<file path="src/rtl/rx_desc_control.sv">
// RX descriptor controller: arms the DMA with free descriptors, polls their status word and retires completed ones.
// Optional packet counter output rx_pkt_count is built when RX_DESC_STATS_EN is defined.
module rx_desc_control #(
  parameter int          ADDR_WIDTH       = 32,
  parameter int          DATA_WIDTH       = 32,
  parameter logic [31:0] RX_STATUS_OFFSET = 32'h0014,
  parameter int          RX_DONE_BIT      = 0
) (
  input  logic                  clk,
  input  logic                  reset,
  input  logic                  rx_poll,
  output logic [2:0]            ipic_type_lite,
  output logic                  ipic_start_lite,
  input  logic                  ipic_done_lite_wire,
  output logic [ADDR_WIDTH-1:0] read_addr_lite,
  input  logic [DATA_WIDTH-1:0] single_read_data_lite,
  output logic [ADDR_WIDTH-1:0] write_addr_lite,
  output logic [DATA_WIDTH-1:0] write_data_lite,
  input  logic [DATA_WIDTH-1:0] rxfifo_dread,
  output logic                  rxfifo_rd_en,
  input  logic                  rxfifo_empty,
  input  logic                  rxfifo_valid,
  output logic                  rxdone_wr_start,
  output logic [DATA_WIDTH-1:0] rxdone_wr_data,
  input  logic                  rxdone_wr_done
`ifdef RX_DESC_STATS_EN
  , output logic [15:0]         rx_pkt_count
`endif
);

  localparam logic [ADDR_WIDTH-1:0] AR_RXDP = ADDR_WIDTH'(32'h000C);

  typedef enum logic [2:0] {LOAD, ARM, IDLE, RD_STAT, CHECK, PUSH, PUSH_WAIT} state_t;

  state_t                state, state_n;
  logic [DATA_WIDTH-1:0] cur_desc, cur_desc_n;
  logic                  poll_q, poll_rise, poll_pending, poll_pending_n;
  logic                  stat_done, stat_done_n;
  logic                  start_n, rd_en_n, wr_start_n;
  logic [2:0]            type_n;
  logic [ADDR_WIDTH-1:0] raddr_n, waddr_n;
  logic [DATA_WIDTH-1:0] wdata_n, wr_data_n;
  logic                  unused_rd_bits;

  // Only the done flag of the status word matters here.
  assign unused_rd_bits = ^single_read_data_lite;

  function automatic logic [ADDR_WIDTH-1:0] status_addr(input logic [DATA_WIDTH-1:0] desc);
    status_addr = ADDR_WIDTH'(desc) + ADDR_WIDTH'(RX_STATUS_OFFSET);
  endfunction

  assign poll_rise = rx_poll & ~poll_q;

  always_comb begin
    state_n        = state;
    cur_desc_n     = cur_desc;
    stat_done_n    = stat_done;
    poll_pending_n = poll_pending | poll_rise;
    start_n        = ipic_start_lite;
    type_n         = ipic_type_lite;
    raddr_n        = read_addr_lite;
    waddr_n        = write_addr_lite;
    wdata_n        = write_data_lite;
    wr_data_n      = rxdone_wr_data;
    rd_en_n        = 1'b0;
    wr_start_n     = 1'b0;
    case (state)
      LOAD: begin
        if (rxfifo_valid && !rxfifo_empty) begin
          rd_en_n    = 1'b1;
          cur_desc_n = rxfifo_dread;
          start_n    = 1'b1;
          type_n     = 3'd3;
          waddr_n    = AR_RXDP;
          wdata_n    = rxfifo_dread;
          state_n    = ARM;
        end
      end
      ARM: begin
        if (ipic_done_lite_wire) begin
          start_n = 1'b0;
          state_n = IDLE;
        end
      end
      IDLE: begin
        if (poll_pending) begin
          // A fresh edge landing on the clearing cycle must survive.
          poll_pending_n = poll_rise;
          start_n        = 1'b1;
          type_n         = 3'd2;
          raddr_n        = status_addr(cur_desc);
          state_n        = RD_STAT;
        end
      end
      RD_STAT: begin
        if (ipic_done_lite_wire) begin
          stat_done_n = single_read_data_lite[RX_DONE_BIT];
          start_n     = 1'b0;
          state_n     = CHECK;
        end
      end
      CHECK: begin
        if (stat_done) begin
          wr_start_n = 1'b1;
          wr_data_n  = cur_desc;
          state_n    = PUSH;
        end else begin
          state_n = IDLE;
        end
      end
      PUSH: state_n = PUSH_WAIT;
      PUSH_WAIT: begin
        if (rxdone_wr_done) begin
          poll_pending_n = 1'b1;
          state_n        = LOAD;
        end
      end
      default: state_n = LOAD;
    endcase
  end

  always_ff @(posedge clk) begin
    if (reset) begin
      state           <= LOAD;
      cur_desc        <= '0;
      poll_q          <= 1'b0;
      poll_pending    <= 1'b0;
      ipic_start_lite <= 1'b0;
      ipic_type_lite  <= '0;
      read_addr_lite  <= '0;
      write_addr_lite <= '0;
      write_data_lite <= '0;
      rxfifo_rd_en    <= 1'b0;
      rxdone_wr_start <= 1'b0;
      rxdone_wr_data  <= '0;
    end else begin
      state           <= state_n;
      cur_desc        <= cur_desc_n;
      poll_q          <= rx_poll;
      poll_pending    <= poll_pending_n;
      ipic_start_lite <= start_n;
      ipic_type_lite  <= type_n;
      read_addr_lite  <= raddr_n;
      write_addr_lite <= waddr_n;
      write_data_lite <= wdata_n;
      rxfifo_rd_en    <= rd_en_n;
      rxdone_wr_start <= wr_start_n;
      rxdone_wr_data  <= wr_data_n;
    end
  end

  always_ff @(posedge clk) begin
    stat_done <= stat_done_n;
  end

`ifdef RX_DESC_STATS_EN
  always_ff @(posedge clk) begin
    if (reset) begin
      rx_pkt_count <= '0;
    end else if (state == PUSH_WAIT && rxdone_wr_done) begin
      rx_pkt_count <= rx_pkt_count + 16'd1;
    end
  end
`endif

endmodule

</file>
<file path="config.mk">
export PLATFORM = sky130hd
export DESIGN_NAME = rx_desc_control
export DESIGN_NICKNAME = d
export VERILOG_FILES = /design/src/rtl/rx_desc_control.sv
export SDC_FILE = /design/constraint.sdc
export NUM_CORES = 1
export LEC_CHECK = 0
export ABC_AREA = 1
export CORE_MARGIN = 1
export CORE_UTILIZATION = 43
export CTS_CLUSTER_SIZE = 24
export DETAILED_ROUTE_END_ITERATION = 12
export PLACE_DENSITY_LB_ADDON = 0.12
export SLEW_MARGIN = 20
export SYNTH_ARGS = -nofsm -noshare
export SYNTH_HDL_FRONTEND = slang
export SYNTH_SLANG_ARGS = --single-unit
</file>
<file path="constraint.sdc">
create_clock -name clk -period 1.95 [get_ports clk]
set_input_delay 0.585 -clock clk [delete_from_list [all_inputs] [get_ports clk]]
set_output_delay 0.585 -clock clk [all_outputs]
set_load 0.005 [all_outputs]
</file>
==> results_dict.tcl, run 1 <==
set metrics [dict create \
    fp.dieH_um 108.7 \
    synth.mux.area_fraction 0 \
    p_leak_nw 2.642 \
    clock_sink_count 108 \
    route.detailed.vias_per_inst 4.897 \
    pin_count_of_the_biggest_net_entering_global_routing 59 \
    ir_worst_vdd_uv 642.1 \
    placeable_area_mm2 0.01098 \
    grt_use_met2 0.3852 \
    detail_route.iter0.violations 311 \
    vias 4696 \
    power_frac_comb 0.268 \
    crit_path_max_fanout 5 \
    synth_top_family_by_area "simple AND/OR/NAND/NOR gates" \
    grt_setup_unrepaired "false" \
    finalCritPeriodShare 0.9764 \
    layout.cells.most_common_list "clkdlybuf4s50_1, nand2_1, dfxtp_1, o21ai_0, nor2_1" \
    crit-reg2reg-capture "read_addr_lite[18]" \
    drt_drc_violations_left 0 \
    first_global_vias 4428 \
    port_buffer_count 142 \
    antenna_found_initial 0 \
    cp_data_arrival_time_ns 1.32 \
    synth_area_mm2 0.004898 \
    drive_gt1_frac 0.07082 \
    syn_inst_count 677 \
    flow.area_growth_from_synthesis_pct 36.27 \
    fin_skew_ns 0.006757 \
    cts_setup_buffers 0 \
    crit_path_time_final_ns 1.904 \
    global_route.peak_usage_layer "met2" \
    slowest_delay_ns 0.56 \
    cts.clk_slew.worst_paths_ns 0.07 \
    power.density_mw_per_mm2 939.1 \
    timing.fmax_ghz 0.5252 \
    fillerInstances 1033 \
    multi_input_combinational_cell_area_mm2 0.002162 \
    slowest_stage "clkdlybuf4s50_1" \
    number_of_buffers_inserted_during_clock_tree_synthesis 9 \
    area_fraction_in_and_or_nand_and_nor_cells_after_synthesis 0.2120 \
    slew_violations 0 \
    synth_area_per_cell_um2 7.236 \
    worst-path-buf-inv 1 \
    synth_flop_cell "dfxtp_1" \
    hold_viol 0 \
    drt_first_pass_iters 5 \
    h-tree-depth 3 \
    antenna_violating_nets_post_route 0 \
    fp.dieArea_mm2 0.01182 \
    regToRegStartpoint "state[1]" \
    worst_hold_path.endpoint "ipic_type_lite[1]" \
    post_synth_fa_ha_maj_area_fraction 0.002554 \
    global_route.usage.met3 0.05140 \
    setup_total_negative_slack_ns 0 \
    start_util 0.4460 \
    layout.cells.most_common "clkdlybuf4s50_1" \
    route.detailed.wl_per_inst_um 14.35 \
    seq_power_share 0.446 \
    design.portCount 205 \
    timing.critical_path.max_delay_family "buffers and inverters" \
    cell_internal_power_dissipation_mw 4.346 \
    routed_wl_mm 13.76 \
    critPathLaunchType "register" \
    finalSetupViolCount 0 \
    clkPwrFrac 0.286 \
    synth_edf_count 1 \
    fin_util 0.6078 \
    clockRootBuffer "clkbuf_16" \
    type_of_the_setup_path_with_the_least_slack "reg -> out" \
    result_of_the_run "complete, no violations" \
    synth.ff_latch_count 108 \
    regToRegSetupSlack_ns 0.23 \
    synth_compound_area_frac 0.1941 \
    globalplace.congestion 0.8638 \
    gr_util_met1 0.3267 \
    holdCritPathClass "reg -> reg" \
    timing.hold.worst.start "ipic_type_lite[1]" \
    drv.max_cap_violation_count 0 \
    grt_pass1_wl_mm 21.97 \
    detailed_place_hpwl_mm 10.48 \
    ys_types 30 \
    track_usage 0.2421 \
    path_depth 1 \
    clockBufferDepth 2 \
    rows 38 \
    total_switching_power_mw 1.922 \
    holdPathStages 2 \
    seq_area_frac_synth 0.4434 \
    async_reset_ff_frac 0 \
    setup.worst_path.end_class "output port" \
    switching_share 0.3067 \
    cp.required_ns 1.36 \
    cts_tree "built" \
    die_x_um 108.7 \
    worstRegToRegCells 8 \
    finalPower_mw 6.269 \
    yosysWarnings 0 \
    final-seq-area_mm2 0.002190 \
    synth_xor_area_frac 0.008940 \
    final_nets 886 \
    grt_remaining_overflow 0 \
    antenna_cells 0 \
    insertion_delay_ns 0.34 \
    timing.critical_path.cells "clkdlybuf4s50_1" \
]
-- logic make-up after synthesis --
| group | Yosys count |
|---|---|
| simple gates | 250 |
| flops | 108 |
| compound gates | 180 |
| buf+inv | 132 |
| fa+ha+maj | 1 |
| xor+xnor | 5 |
| other cells | 1 |
-- flip-flops by register name, summed over array words and instances, names as in the netlist, 2 cells and up --
signal	cells
cur_desc	32
read_addr_lite	32
rxdone_wr_data	32
state	3
ipic_type_lite	2
-- repair_timing --
item / in CTS / in global routing
gates cloned: 0 / 0
setup endpoints to repair: 4 / 11
hold buffers: 0 / 0
gates resized for setup: 4 / 11
hold endpoints to repair: 0 / 0
-- final cells by class --
type / instances / share of cell area
Clock buffer: 10 / 0.03430
Sequential cell: 108 / 0.3280
Inverter: 71 / 0.04030
Multi-Input combinational cell: 467 / 0.3239
Clock inverter: 6 / 0.009560
Timing Repair Buffer: 157 / 0.2377
Tap cell: 140 / 0.02624
-- how the worst max path moves through the flow --
stage	slack, ns	end	from
2_1_floorplan	0.41	read_addr_lite[10]	reset
5_1_grt	0.0008	write_data_lite[23]	cur_desc[23]
6_report	0.05	write_data_lite[27]	cur_desc[27]
3_5_place_dp	0.02	cur_desc[14]	rxfifo_valid
3_3_place_gp	0.04	cur_desc[31]	rxfifo_valid
4_1_cts	0.002	write_data_lite[26]	cur_desc[26]
-- cells in the mapped netlist (3+ instances only) --
cell / n / area [um2]
a21oi_1: 70 / 350.3
buf_2: 8 / 40.04
buf_4: 35 / 262.8
buf_6: 5 / 56.30
clkbuf_1: 13 / 48.80
dfxtp_1: 107 / 2142
inv_1: 63 / 236.5
inv_2: 6 / 22.52
nand2_1: 126 / 473.0
nand3_1: 38 / 190.2
nand4_1: 4 / 25.02
nor2_1: 73 / 274.0
nor3_1: 3 / 15.01
o21a_1: 17 / 127.6
o21ai_0: 87 / 435.4
xor2_1: 4 / 35.03
-- through the flow --
step           hold slack, ns  instances  worst slack [ns]  instance area [um2]
3_5_place_dp           0.4514        943           0.02207                 6362
6_report               0.4556        959           0.04595                 6675
5_1_grt                0.4908        959         0.0007891                 6675
4_1_cts                0.4620        959          0.002339                 6660
2_1_floorplan          0.4466        707            0.4089                 5011
3_3_place_gp           0.4412        943           0.04156                 6362
-- power by group through the flow --
stage                     Clock, mW  Sequential, mW  Combinational, mW
after floorplan                   0            2.78              0.884
after global placement            0            2.83               1.65
after detailed placement          0            2.83               1.67
after CTS                      1.84            2.79               1.69
after global routing           1.94            2.84               1.87
final                          1.79            2.80               1.68
-- tightest hold or removal path: stages (launching register included) --
cell and delay [ns]:
dfxtp_1 0.31, inv_1 0.05, a21oi_1 0.05
-- metal layers --
metal / wire length [um] / up-vias
li1: - / 2407
met1: 6506 / 2132
met2: 6273 / 144
met3: 776 / 13
met4: 204 / 0
met5: 0 / -
No activity file was read; power rests on OpenSTA's default activity.
==> run 2: changes to the inputs <==
Settings changed: ABC_CLOCK_PERIOD_IN_PS set to 1950.
==> results of run 2 <==
No change in the layout: final DEF, timing and power equal those of run 1.
==> run 3: changes to the inputs <==
Settings changed: CORE_ASPECT_RATIO set to 0.8.
==> run 3 against run 2 <==
Compared with the run above: flip-flop and latch count unchanged; utilization up 0.63 points; maximum frequency up 0.16%; critical endpoint is now write_data_lite[19]; setup slack better by 0.0030 ns; power up 3.1%; combinational power up 5%; clock skew down 0.0011 ns; cell count up 0.63%.
==> results_dict.tcl, run 3 (synthesis results as in run 1) <==
set metrics [dict create \
    result_of_the_run "complete, no violations" \
    fp.dieArea_mm2 0.01183 \
    worst_hold_path.endpoint "ipic_type_lite[1]" \
    route.detailed.wl_per_inst_um 14.70 \
    final-seq-area_mm2 0.002183 \
    clockBufferDepth 2 \
    clock_sink_count 108 \
    final.hold.worst_slack_ns 0.4603 \
    timing.critical_path.cells "clkdlybuf4s50_1" \
    layout.cells.most_common "clkdlybuf4s50_1" \
    layout.cells.most_common_list "clkdlybuf4s50_1, nand2_1, dfxtp_1, o21ai_0, nor2_1" \
    flow.area_growth_from_synthesis_pct 37.60 \
    track_usage 0.2461 \
    seq_power_share 0.430 \
    detailed_place_hpwl_mm 10.75 \
    design_area_mm2 0.006740 \
    insertion_delay_ns 0.34 \
    pin_count_of_the_biggest_net_entering_global_routing 61 \
    start_util 0.4463 \
    setup_total_negative_slack_ns 0 \
    antenna_cells 0 \
    first_global_vias 4519 \
    die_x_um 121.3 \
    slew_violations 0 \
    drv.max_cap_violation_count 0 \
    critPathLaunchType "register" \
    fp.dieH_um 97.47 \
    fin_skew_ns 0.005675 \
    ir_worst_vdd_uv 606.7 \
    crit_path_max_fanout 5 \
    dpl_cell_area_mm2 0.006422 \
    cts_tree "built" \
    cell_internal_power_dissipation_mw 4.526 \
    globalplace.congestion 0.8531 \
    holdCritPathClass "reg -> reg" \
    placed_cells_incl_taps 951 \
    grt_remaining_overflow 0 \
    finalSetupViolCount 0 \
    placeable_area_mm2 0.01098 \
    fillerInstances 1000 \
    grt_pass1_wl_mm 22.78 \
    timing.fmax_ghz 0.5260 \
    drt_drc_violations_left 0 \
    post_cts_hold_buffer_count 0 \
    regToRegSetupSlack_ns 0.23 \
    clkPwrFrac 0.297 \
    slowest_stage "clkdlybuf4s50_1" \
    rows 34 \
    power_frac_comb 0.273 \
    final_nets 890 \
    hold_viol 0 \
    slowest_delay_ns 0.54 \
    holdPathStages 2 \
    detail_route.iter0.violations 284 \
    antenna_violating_nets_post_route 0 \
    switching_share 0.2998 \
    drt_first_pass_iters 5 \
    p_leak_nw 2.664 \
    power.density_mw_per_mm2 958.9 \
    timing.critical_path.max_delay_family "buffers and inverters" \
    type_of_the_setup_path_with_the_least_slack "reg -> out" \
    drive_gt1_frac 0.06577 \
    clockRootBuffer "clkbuf_16" \
    worst-path-buf-inv 1 \
    cts_setup_buffers 0 \
    largestRegisters "cur_desc (32), read_addr_lite (32), rxdone_wr_data (32)" \
    regToRegStartpoint "state[0]" \
    number_of_buffers_inserted_during_clock_tree_synthesis 9 \
    total_switching_power_mw 1.938 \
    route.detailed.vias_per_inst 4.999 \
    cp_data_arrival_time_ns 1.32 \
    finalNonFillerCells 965 \
    design.portCount 205 \
    setup.worst_path.end_class "output port" \
    routed_wl_mm 14.19 \
    cts.clk_slew.worst_paths_ns 0.07 \
    multi_input_combinational_cell_area_mm2 0.002162 \
    crit_path_time_final_ns 1.901 \
    finalCritPeriodShare 0.9749 \
    h-tree-depth 3 \
    cp.required_ns 1.36 \
    port_buffer_count 142 \
    worstRegToRegCells 9 \
    crit-reg2reg-capture "read_addr_lite[26]" \
    grt_setup_unrepaired "false" \
    antenna_found_initial 0 \
    vias 4824 \
    timing.hold.worst.start "ipic_type_lite[1]" \
]
==> run 3: cell types whose count changed in the layout (fill, tap and decap cells not counted), moves of 2 or more <==
| cell | delta |
|---|---|
| buf_12 | +2 |
| dfxtp_1 | +5 |
| buf_4 | +2 |
| clkinv_2 | -2 |
| dfxtp_2 | -5 |
| clkinvlp_4 | -2 |
==> run 3: what timing repair did <==
action / 4_1_cts / 5_1_grt
gates resized for setup: 1 / 8
gates cloned: 0 / 0
endpoints found under the setup margin: 1 / 8
==> run 3: layer usage <==
metal | share of wire | track usage | up-vias
met3 | 0.066 | 0.05869 | 15
met1 | 0.48 | 0.3425 | 2238
met4 | 0.012 | 0.06363 | 0
met2 | 0.45 | 0.3794 | 160
li1 | - | - | 2411
met5 | 0 | 0 | -
==> run 3: area by class of cell <==
cell class              count  area share
clock buffers              12     0.03657
clock inverters             2    0.008910
inverters                  71     0.03991
multi-input cells         467      0.3208
flip-flops and latches    108      0.3239
well taps                 144     0.02673
repair buffers            161      0.2432
==> run 3: tightest hold or removal path: stages (launching register included) <==
cell	delay [ns]
dfxtp_1	0.31
inv_1	0.05
a21oi_1	0.06
==> run 3: worst max-delay path by stage <==
stage / cells past startpoint / startpoint / endpoint
final: 1 / cur_desc[19] / write_data_lite[19]
after global routing: 1 / cur_desc[11] / write_data_lite[11]
after CTS: 1 / cur_desc[22] / write_data_lite[22]
after detailed placement: 7 / rxfifo_valid / cur_desc[30]
after global placement: 7 / rxfifo_valid / cur_desc[30]
after floorplan: 6 / reset / read_addr_lite[10]
==> run 3: power groups by stage <==
stage / logic (mW) / registers, mW / clock network (mW)
finish: 1.77 / 2.78 / 1.92
CTS: 1.77 / 2.77 / 1.95
global placement: 1.72 / 2.81 / 0
detailed placement: 1.76 / 2.81 / 0
floorplan: 0.884 / 2.78 / 0
global route: 1.96 / 2.82 / 2.03
==> run 3: per-stage QoR <==
| step | setup slack, ns | utilization | total power, mW |
|---|---|---|---|
| 3_3_place_gp | 0.05489 | 0.5852 | 4.524 |
| 6_report | 0.04894 | 0.6141 | 6.463 |
| 4_1_cts | 0.002406 | 0.6132 | 6.487 |
| 3_5_place_dp | 0.0007609 | 0.5852 | 4.569 |
| 5_1_grt | 0.001862 | 0.6141 | 6.809 |
| 2_1_floorplan | 0.4089 | - | 3.664 |
